**src/rtl/capp_sequencer.sv**
```systemverilog
// Command sequencer for the content-addressable parallel processor array.
// Turns one opcode at a time into array control strobes and a status/data response.
module capp_sequencer #(
  parameter int unsigned SEARCH_LAT = 2,
  parameter int unsigned READ_LAT   = 1,
  parameter int unsigned WRITE_CYC  = 1
) (
  input  logic        CLK,
  input  logic        RST,
  input  logic        cmd_valid,
  output logic        cmd_ready,
  input  logic [2:0]  cmd_op,
  input  logic [31:0] cmd_data,
  input  logic [31:0] cmd_mask,
  output logic [31:0] comparand,
  output logic [31:0] mask,
  output logic        perform_search,
  output logic        set,
  output logic        select_first,
  output logic [63:0] write_lines,
  input  logic [31:0] read_lines,
  input  logic        some,
  output logic        rsp_valid,
  input  logic        rsp_ready,
  output logic [31:0] rsp_data,
  output logic        rsp_some,
  output logic        rsp_err,
  output logic        busy
);

  localparam int unsigned DW = 32;
  localparam int unsigned LW = 64;
  localparam int unsigned CW = 4;

  localparam logic [2:0] OP_NOP    = 3'd0;
  localparam logic [2:0] OP_LOAD   = 3'd1;
  localparam logic [2:0] OP_SEARCH = 3'd2;
  localparam logic [2:0] OP_SELECT = 3'd3;
  localparam logic [2:0] OP_WRITE  = 3'd4;
  localparam logic [2:0] OP_READ   = 3'd5;

  // CAPTURE is the sampling step on the edge into RESP, so it never holds the state register.
  typedef enum logic [2:0] {
    IDLE    = 3'd0,
    STROBE  = 3'd1,
    WAIT    = 3'd2,
    SETTAG  = 3'd3,
    RESP    = 3'd5
  } state_t;

  state_t          state;
  logic [2:0]      op;
  logic [CW-1:0]   cnt;

  // Each masked bit drives exactly one of its write-1 / write-0 lines.
  function automatic logic [LW-1:0] encode_write(input logic [DW-1:0] d, input logic [DW-1:0] m);
    logic [LW-1:0] r;
    r = '0;
    for (int i = 0; i < int'(DW); i++) begin
      r[2*i]   = d[i] & m[i];
      r[2*i+1] = ~d[i] & m[i];
    end
    return r;
  endfunction

  always_ff @(posedge CLK) begin
    if (RST) begin
      state          <= IDLE;
      op             <= OP_NOP;
      cnt            <= '0;
      cmd_ready      <= 1'b0;
      comparand      <= '0;
      mask           <= '0;
      perform_search <= 1'b0;
      set            <= 1'b0;
      select_first   <= 1'b0;
      write_lines    <= '0;
      rsp_valid      <= 1'b0;
      rsp_data       <= '0;
      rsp_some       <= 1'b0;
      rsp_err        <= 1'b0;
      busy           <= 1'b0;
    end else begin
      perform_search <= 1'b0;
      set            <= 1'b0;
      select_first   <= 1'b0;
      case (state)
        IDLE: begin
          cmd_ready <= 1'b1;
          if (cmd_valid && cmd_ready) begin
            op       <= cmd_op;
            rsp_data <= '0;
            rsp_some <= 1'b0;
            rsp_err  <= 1'b0;
            case (cmd_op)
              OP_NOP: ;
              OP_LOAD: begin
                comparand <= cmd_data;
                mask      <= cmd_mask;
              end
              OP_SEARCH: begin
                perform_search <= 1'b1;
                state          <= STROBE;
                cmd_ready      <= 1'b0;
                busy           <= 1'b1;
              end
              OP_SELECT: begin
                select_first <= 1'b1;
                state        <= STROBE;
                cmd_ready    <= 1'b0;
                busy         <= 1'b1;
              end
              OP_WRITE: begin
                write_lines <= encode_write(cmd_data, cmd_mask);
                cnt         <= CW'(WRITE_CYC - 1);
                state       <= WAIT;
                cmd_ready   <= 1'b0;
                busy        <= 1'b1;
              end
              OP_READ: begin
                cnt       <= CW'(READ_LAT - 1);
                state     <= WAIT;
                cmd_ready <= 1'b0;
                busy      <= 1'b1;
              end
              default: begin
                rsp_err   <= 1'b1;
                rsp_valid <= 1'b1;
                state     <= RESP;
                cmd_ready <= 1'b0;
                busy      <= 1'b1;
              end
            endcase
          end
        end
        STROBE: begin
          if (op == OP_SEARCH) begin
            cnt   <= CW'(SEARCH_LAT - 1);
            state <= WAIT;
          end else begin
            rsp_some  <= some;
            rsp_valid <= 1'b1;
            state     <= RESP;
          end
        end
        WAIT: begin
          if (cnt != '0) begin
            cnt <= cnt - CW'(1);
          end else if (op == OP_SEARCH) begin
            set   <= 1'b1;
            state <= SETTAG;
          end else if (op == OP_READ) begin
            rsp_data  <= read_lines;
            rsp_valid <= 1'b1;
            state     <= RESP;
          end else begin
            write_lines <= '0;
            state       <= IDLE;
            cmd_ready   <= 1'b1;
            busy        <= 1'b0;
          end
        end
        SETTAG: begin
          rsp_some  <= some;
          rsp_valid <= 1'b1;
          state     <= RESP;
        end
        RESP: begin
          if (rsp_ready) begin
            rsp_valid <= 1'b0;
            state     <= IDLE;
            cmd_ready <= 1'b1;
            busy      <= 1'b0;
          end
        end
        default: begin
          state     <= IDLE;
          cmd_ready <= 1'b1;
          busy      <= 1'b0;
        end
      endcase
    end
  end

endmodule

```
**config.mk**
```make
export PLATFORM = sky130hd
export DESIGN_NAME = capp_sequencer
export DESIGN_NICKNAME = d
export VERILOG_FILES = /design/src/rtl/capp_sequencer.sv
export SDC_FILE = /design/constraint.sdc
export NUM_CORES = 1
export LEC_CHECK = 0
export CAP_MARGIN = 15
export CORE_MARGIN = 5
export CORE_UTILIZATION = 40
export DETAILED_ROUTE_END_ITERATION = 8
export PLACE_DENSITY = 0.69
export SLEW_MARGIN = 5
export SYNTH_ARGS = -nofsm -noshare
export SYNTH_HDL_FRONTEND = slang
export SYNTH_SLANG_ARGS = --single-unit
```
**constraint.sdc**
```tcl
create_clock -name CLK -period 2 [get_ports CLK]
set_input_delay 0.3 -clock CLK [delete_from_list [all_inputs] [get_ports CLK]]
set_output_delay 0.3 -clock CLK [all_outputs]
set_load 0.02 [all_outputs]
```
* Word-level counts from Yosys, hierarchy flattened
Index checks and enable logic that the tools add are counted.
** Word-level totals
- Output and inout bits :: 168
- Register bits :: 178
- Input port bits :: 104
** Operators by class
- Reductions and logical operators :: 25
- Multiplexer cells :: 52
- $add $sub $neg :: 1
- Bitwise gates (word level) :: 100
- Equality and inequality tests :: 24
** Operators with widths (count)
- 64-bit two-way mux :: 5
- 32-bit two-way mux :: 4
- 64-bit case mux with 2 select lines :: 1
- 1-bit AND :: 64
- 32-bit case mux with 2 select lines :: 1
- 1-bit NOT :: 36
- 1-bit two-way mux :: 24
- 2-bit inequality test, second input constant :: 12
- 3-bit two-way mux :: 6
- 4-bit two-way mux :: 4
- 3-bit by 2-bit == test with 1-bit output, second input constant :: 5
- 3-bit case mux with 5 select lines :: 1
- 5-bit AND reduction :: 3
- 3-bit == test, second input constant :: 4
- 4-bit case mux with 3 select lines :: 1
- 3-bit case mux with 3 select lines :: 1
- 1-bit case mux with 4 select lines :: 2
- 8-bit AND reduction :: 1
- 2-bit OR reduction :: 4
- 7-bit AND reduction :: 1
- 3-bit by 1-bit == test with 1-bit output, second input constant :: 2
- 3-bit zero test :: 2
- 3-bit AND reduction :: 2
- 6-bit AND reduction :: 1
- other kinds (13) :: 15

* Logic depth before layout (Yosys ltp)
Gate-level depths: netlist of run 1.
- Depth after elaboration :: 5
- Gate-level depth with buffers :: 8
- Gate-level depth less buffers :: 6

* Least setup slack after synthesis of run 1
Ideal clock, no wire load.
- Kind :: reg-to-reg
- From :: reg state[0]
- To :: reg comparand[0]
- Setup slack :: 138 ps
- Path buffers :: 3
- Data arrival time :: 1721 ps
- Setup time :: 140 ps
- Cell stages (with the launch flop) :: 8
- Period minus slack after synthesis :: 1862 ps
- Path through :: dfxtp_1 > or3_1 > buf_6 > or4_1 > buf_4 > buf_6 > nand2_1 > a21oi_2
** On the way
- Word-level cells in the longest chain between the ends :: 2
** Ends and longest elaborated chain
- start, declared :: RTL line 51 : state_t state;
- start signal, assigned :: RTL line 68 : state <= IDLE;
- start signal, assigned :: RTL line 103 : state <= STROBE;
- start signal, assigned :: RTL line 109 : state <= STROBE;
- 3-bit zero test :: RTL line 87 : case (state)
- 3-bit AND reduction (no line)
- end signal, assigned :: RTL line 98 : comparand <= cmd_data;
- end, declared :: RTL line 15 : output logic [31:0] comparand,
No other way between the ends.
A chain may end at the register's enable or synchronous reset.

* Final worst setup path of run 1
- From :: reg state[1]
- To :: reg write_lines[28]
** On the way
- Word-level cells in the longest chain between the ends :: 3
- Elaborated cells between the ends (all ways) :: 10
- Those cells by class :: 6 x eq/ne; 1 x mux; 3 x reduce/logical
** Ends and longest elaborated chain
- 3-bit by 2-bit == test with 1-bit output or 3-bit zero test (tied branches) :: RTL line 87
- 2-bit inequality test (no line), or another cell as far along
- 6-bit AND reduction (no line)
- end signal, assigned :: RTL line 114 : write_lines <= encode_write(cmd_data, cmd_mask);
- end, declared :: RTL line 20 : output logic [63:0] write_lines,
Parallel ways exist; a longest one is shown, timed or not.

==> impl_metrics.toml, run 1 <==
[yosys]
netlist_area_mm2 = 0.00741
synth_top_area_cell = "dfxtp_1"
synth_cells = 871
synth-compound-area-share_pct = 13.9
synth-simple-area-share_pct = 22.8
muxShareOfSynthArea_pct = 8.80
synth_fa_ha_area_share_pct = 0.338
ys.flop_type = "dfxtp_1"
synth_cell_type_count = 54
yosysMostFrequentCell = "nand2_1"
yosysWarnings = 0
synth-edff-count = 0
synth_seq_cells = 178
synth_top_area_share_pct = 48.1
seq_area_frac_synth_pct = 48.1
syn-num-nets = 977
synth_area_per_cell_um2 = 8.51
synth_top_family_by_area = "simple AND/OR/NAND/NOR gates"
synth_xor_area_share_pct = 0
ys_top_cells_by_count = "202 x nand2_1, 178 x dfxtp_1, 87 x a21oi_1, 69 x nand3_1, 64 x mux2i_1"
yosys-top-cells-area = "dfxtp_1 48%, nand2_1 10%, mux2i_1 8.6%"
ys_async_sr_fraction_pct = 0

[cells_and_area]
final_nets = 1231
stdcell_area_mm2 = 0.0110
drive_above_1_share_pct = 9.40
syn_to_final_growth_pct = 49.1

[clock_tree]
cts_made_buffers = 17
tritoncts = "done"
root_buffer = "clkbuf_16"
cts.sinks = 178
cts.htree.levels = 4
clk_latency_ps = 430
clockBufferDepth = 2
clk_pin_slew_ps = 70

[setup_path]
critPathLaunch = "state[1]"
reg2reg_depth = 5
worstSetupEndpoint = "write_lines[28]"
r2r_start = "state[1]"
setup.worst_path.start_class = "flop"
cp.arrival_ps = 2240
rr_endpoint = "write_lines[28]"
critPathCaptureType = "flop"
critical_path_required_ps = 2350
rrSetupSlack_ps = 110
cp_max_fo = 34
worstSetupPathType = "flop to flop"

[route]
routed_wl_um = 23600
viasPerCell = 5.21
drt_iter0_markers = 479
drc = 0
wl_per_cell_um = 17.3
antenna_left = 0
dr_total_vias = 7131
first_pass_iters = 4

[place]
dp_hpwl_um = 16100
placement.io_buffers = 271
gp_congestion = 0.779
dp_slack_ps = -206
postPlaceCellArea_mm2 = 0.0104

[global_routing]
antenna_found_initial = 1
grt_pass1_wl_um = 36400
grt-ovfl-total = 0
grt_pass1_vias = 6619
grt_max_degree = 63
grtUsageTotal_pct = 20.7

[timing]
maxSlewViolCount = 0
fmax_mhz = 528
relSlewSlack_pct = 66.7
post-route-period-util_pct = 94.6
tightest_slew_ps = 492
finalHoldViolCount = 0
period_minus_slack_ps = 1890
setup_viol = 0
worst_clock_skew_ps = 17.5
setup_tns_ps = 0
finalWorstSetupSlack_ps = 107

[floorplan]
die-area_mm2 = 0.0213
die_width_um = 146
coreArea_mm2 = 0.0181
rows = 49
initial_core_util_pct = 41.0
pin_count = 272
die_h_um = 146

[pwr]
irDropWorstVdd_v = 0.000551
p_leak_nw = 4.11
p_comb_share_pct = 11.4
p_int_mw = 5.76
power.density_mw_per_mm2 = 697
seq_power_share_pct = 47.0
p_switching_mw = 1.94
clockPowerShare_pct = 41.6
netSwitchingFraction_pct = 25.2

[job]
max_cap_violations = 0

[min_path]
min_path_type = "primary input to flop"

[outcome]
status = "complete, no violations"
-- worst min path at each step --
stage	cells after the start	endpoint	startpoint
6_report	2	rsp_data[17]	RST
5_1_grt	2	op[2]	RST
3_5_place_dp	2	mask[2]	mask[2]
2_1_floorplan	1	perform_search	cmd_op[0]
3_3_place_gp	2	mask[24]	mask[24]
4_1_cts	2	rsp_data[20]	RST
-- power groups by stage --
stage          Clock [mW]  Combinational, mW  Sequential, mW
5_1_grt              3.42              0.934            3.63
3_5_place_dp            0              0.858            3.70
4_1_cts              3.27              0.866            3.62
2_1_floorplan           0              0.349            3.76
6_report             3.20              0.875            3.62
3_3_place_gp            0              0.858            3.70
-- timing repair --
action                     4_1_cts  5_1_grt
gates resized for setup          2        4
hold buffers                     0        0
cloned                           0        3
pin swaps                        0        0
setup endpoints to repair       38       48
buffers inserted                 0        0
-- metrics by stage --
| stage | power, mW | utilization [%] | instances | hold slack, ps |
|---|---|---|---|---|
| after detailed placement | 4.56 | 57.4 | 1332 | 446 |
| after floorplan | 4.11 | - | 871 | 372 |
| final | 7.70 | 61.1 | 1368 | 252 |
| after global placement | 4.56 | 57.4 | 1332 | 441 |
| after global routing | 7.99 | 61.1 | 1368 | 249 |
| after CTS | 7.76 | 60.6 | 1364 | 234 |
-- final cells by class --
type / count / area [um2]
Fill cell: 1623 / 7040
Sequential cell: 178 / 3560
Multi-Input combinational cell: 614 / 3440
Timing Repair Buffer: 308 / 3170
Clock buffer: 19 / 433
Tap cell: 229 / 287
Clock inverter: 13 / 131
Inverter: 6 / 23.8
Antenna cell: 1 / 2.50
-- cells by family after synthesis --
kind of cell / after synthesis
DFF: 178
muxes: 65
AOI/OAI and AO/OA: 173
and+or+nand+nor: 374
adders and majority gates: 2
buffers and inverters: 79
-- placed cells by master, fill, tap and decap left out, types with 2 or more instances in the layout --
master and count:
clkdlybuf4s50_1 270, nand2_1 202, dfxtp_1 178, a21oi_1 87
nand3_1 69, mux2i_1 64, nor2_1 40, o21ai_0 36
nand4_1 32, buf_4 25, a21oi_2 22, clkbuf_16 20
buf_12 10, inv_1 4, clkinv_2 3, a211oi_1 3
nor2b_1 3, a21boi_0 3, a211o_1 3, a31oi_1 3
clkinvlp_4 3, inv_6 3, clkinv_4 3, or3_1 2
nand2b_1 2, or3b_2 2, nand3b_1 2, a21o_1 2
o21ai_4 2, and2_1 2, nor4_1 2, nor3_1 2
ha_1 2, clkbuf_1 2
-- state kept, by name, indices dropped and copies added (netlist names) --
signal / count
comparand: 32
mask: 32
op: 3
select_first: 1
rsp_some: 1
set: 1
write_lines: 64
cmd_ready: 1
rsp_valid: 1
perform_search: 1
rsp_data: 32
busy: 1
rsp_err: 1
state: 3
cnt: 4
-- critical path, cell delays in order, from the launching register on --
cell and delay, ps:
dfxtp_1 430, or3b_4 480, a21o_1 260, o21ai_4 120
buf_12 280, mux2i_1 230
-- per-layer routing --
layer	part of all wire [%]	GRT usage, %	vias to the layer above
met5	0	0	-
met4	2.2	7.10	0
met3	4.4	4.03	30
met2	49	34.6	207
met1	45	27.0	3378
li1	-	-	3516
Power figures use the tool's default switching activity.
==> run 2: changes to the inputs <==
- ABC_AREA: unset -> 1
- CELL_PAD_IN_SITES_DETAIL_PLACEMENT: unset -> 1
- CELL_PAD_IN_SITES_GLOBAL_PLACEMENT: unset -> 1
- CORE_MARGIN: 5 -> 1.5
- CORE_UTILIZATION: 40 -> 31
- PLACE_DENSITY: 0.69 -> 0.77
==> impl_metrics.toml, run 2 <==
[setup_path]
setup.worst_path.start_class = "flop"
critical_path_required_ps = 2320
rrSetupSlack_ps = 180
cp.arrival_ps = 2130
worstSetupPathType = "flop to flop"
cp_max_fo = 21
critPathCaptureType = "flop"

[pwr]
p_total_mw = 9.31
power.density_mw_per_mm2 = 812
irDropWorstVdd_v = 0.000440
p_leak_nw = 4.65

[yosys]
synth_area_per_cell_um2 = 6.72
ys.flop_type = "dfxtp_1"
ys_top_cells_by_count = "263 x nand2_1, 257 x nor2_1, 178 x dfxtp_1, 127 x inv_1, 55 x a21oi_1"
syn-num-nets = 1244
yosysWarnings = 0
synth_seq_cells = 178
seq_area_frac_synth_pct = 46.6
synth_top_area_share_pct = 46.6
yosysMostFrequentCell = "nand2_1"
synth_cell_type_count = 31
synth_cells = 1138
ys_async_sr_fraction_pct = 0
synth_top_area_cell = "dfxtp_1"
synth-edff-count = 0
netlist_area_mm2 = 0.00765
yosys-top-cells-area = "dfxtp_1 47%, nand2_1 13%, nor2_1 13%"

[floorplan]
pin_count = 272
coreArea_mm2 = 0.0242
rows = 57
die-area_mm2 = 0.0256
initial_core_util_pct = 31.6
die_width_um = 160
die_h_um = 160

[clock_tree]
cts_setup_buffers = 0
clk_latency_ps = 430
cts_made_buffers = 17
clockBufferDepth = 2
clk_pin_slew_ps = 70
tritoncts = "done"
cts.sinks = 178
holdBufCountCts = 0
cts.htree.levels = 4
root_buffer = "clkbuf_16"

[place]
dp_hpwl_um = 20000
placed_cells = 1697
placement.io_buffers = 271
dp_slack_ps = -15.6
gp_congestion = 0.813

[timing]
post-route-period-util_pct = 90.9
maxSlewViolCount = 0
rsz0062_at_grt = "false"
finalHoldViolCount = 0
tightest_slew_ps = 461
finalWorstSetupSlack_ps = 183
relSlewSlack_pct = 69.0
period_minus_slack_ps = 1820
fmax_mhz = 550
worst_clock_skew_ps = 13.8
setup_viol = 0

[route]
drc = 0
antenna_left = 0
viasPerCell = 4.69
wl_per_cell_um = 15.9
first_pass_iters = 4
routed_wl_um = 27500
drt_iter0_markers = 395
dr_total_vias = 8109

[global_routing]
grtUsageTotal_pct = 21.9
grt-ovfl-total = 0
antenna_found_initial = 0
grt_pass1_vias = 8360
grt_max_degree = 69
grt_pass1_wl_um = 45000

[cells_and_area]
drive_above_1_share_pct = 5.91
n_antenna_cell = 0
final_cells = 1729
fill_cells = 3034
final_common_cell = "clkdlybuf4s50_1"
multiInputGateArea_mm2 = 0.00331
syn_to_final_growth_pct = 49.8
regArea_mm2 = 0.00356
regMostFlops = "write_lines"
final_util_pct = 47.3
final_nets = 1498
final_cell_mix = "271 x clkdlybuf4s50_1, 261 x nand2_1, 255 x nor2_1"
largest_reg_flops = 64

[min_path]
min_path_type = "primary input to flop"

[job]
max_cap_violations = 0

[outcome]
status = "complete, no violations"
==> run 2: cell types whose count changed in the layout (fill, tap and decap cells not counted), sizes merged, moves of 4 or more <==
cell | previous run | this run
nand2 | 202 | 265
nand4 | 32 | 48
nor2 | 41 | 258
a21oi | 109 | 56
nand3 | 69 | 51
or3b | 4 | 0
o21ai | 38 | 70
clkbuf | 22 | 17
mux2i | 64 | 0
inv | 8 | 137
==> run 2: worst paths after layout <==
kind | start | to | depth (start not counted)
worst max-delay path | state[0] | comparand[11] | 9
worst min-delay path | read_lines[8] | rsp_data[8] | 3
worst max register to register | state[0] | comparand[11] | 9
worst min register to register | rsp_data[27] | rsp_data[27] | 2
==> run 2: per-stage QoR <==
step / setup TNS (ps) / cell area (um2) / hold WS (ps)
floorplan: 0 / 7650 / 377
global placement: 0 / 10900 / 450
detailed placement: -15.6 / 10900 / 458
CTS: 0 / 11500 / 406
global route: 0 / 11500 / 412
finish: 0 / 11500 / 426
==> run 2: routing by layer <==
metal,vias to the layer above,GRT usage [%],share of wire (%)
met5,-,0,0
met2,220,37.4,48
li1,4042,-,-
met3,26,6.08,6.9
met4,0,5.52,1.5
met1,3821,27.1,44
==> run 2: repair_timing <==
item,4_1_cts,5_1_grt
gates resized for setup,0,2
endpoints found under the hold margin,0,0
endpoints found under the setup margin,0,6
==> run 2: kinds of logic (layout without fill, tap and decap cells) <==
kind of cell | Yosys count | after routing | synth area share (%)
XOR/XNOR | 1 | 1 | 0.114
adder cells (fa/ha/maj) | 2 | 2 | 0.327
flip-flops | 178 | 178 | 46.6
buffers and inverters | 200 | 467 | 10.6
AO/OA/AOI/OAI | 129 | 129 | 8.62
AND/OR/NAND/NOR | 628 | 628 | 33.8
==> run 2: layout make-up <==
class                   count  area share, %
clock buffers              17           3.71
repair buffers            304           27.2
clock inverters            15           1.30
well taps                 324           3.54
multi-input cells         760           28.9
flip-flops and latches    178           31.1
inverters                 131           4.31
==> run 2: worst max-delay path: stages (launching register included) <==
cell and delay (ps):
dfxtp_1 380, nor2_4 180, nand2_2 110, inv_2 120, nand2_4 80, inv_2 60
nand3_2 190, buf_4 290, o21ai_0 210, nor2_1 60
==> run 2: where the power goes <==
part	internal [mW]	leakage (nW)	total [mW]	switching, mW
registers	3.72	1.44	3.84	0.120
clock network	1.66	0.280	3.29	1.63
logic	0.896	2.94	2.17	1.27
total	6.28	4.65	9.31	3.03
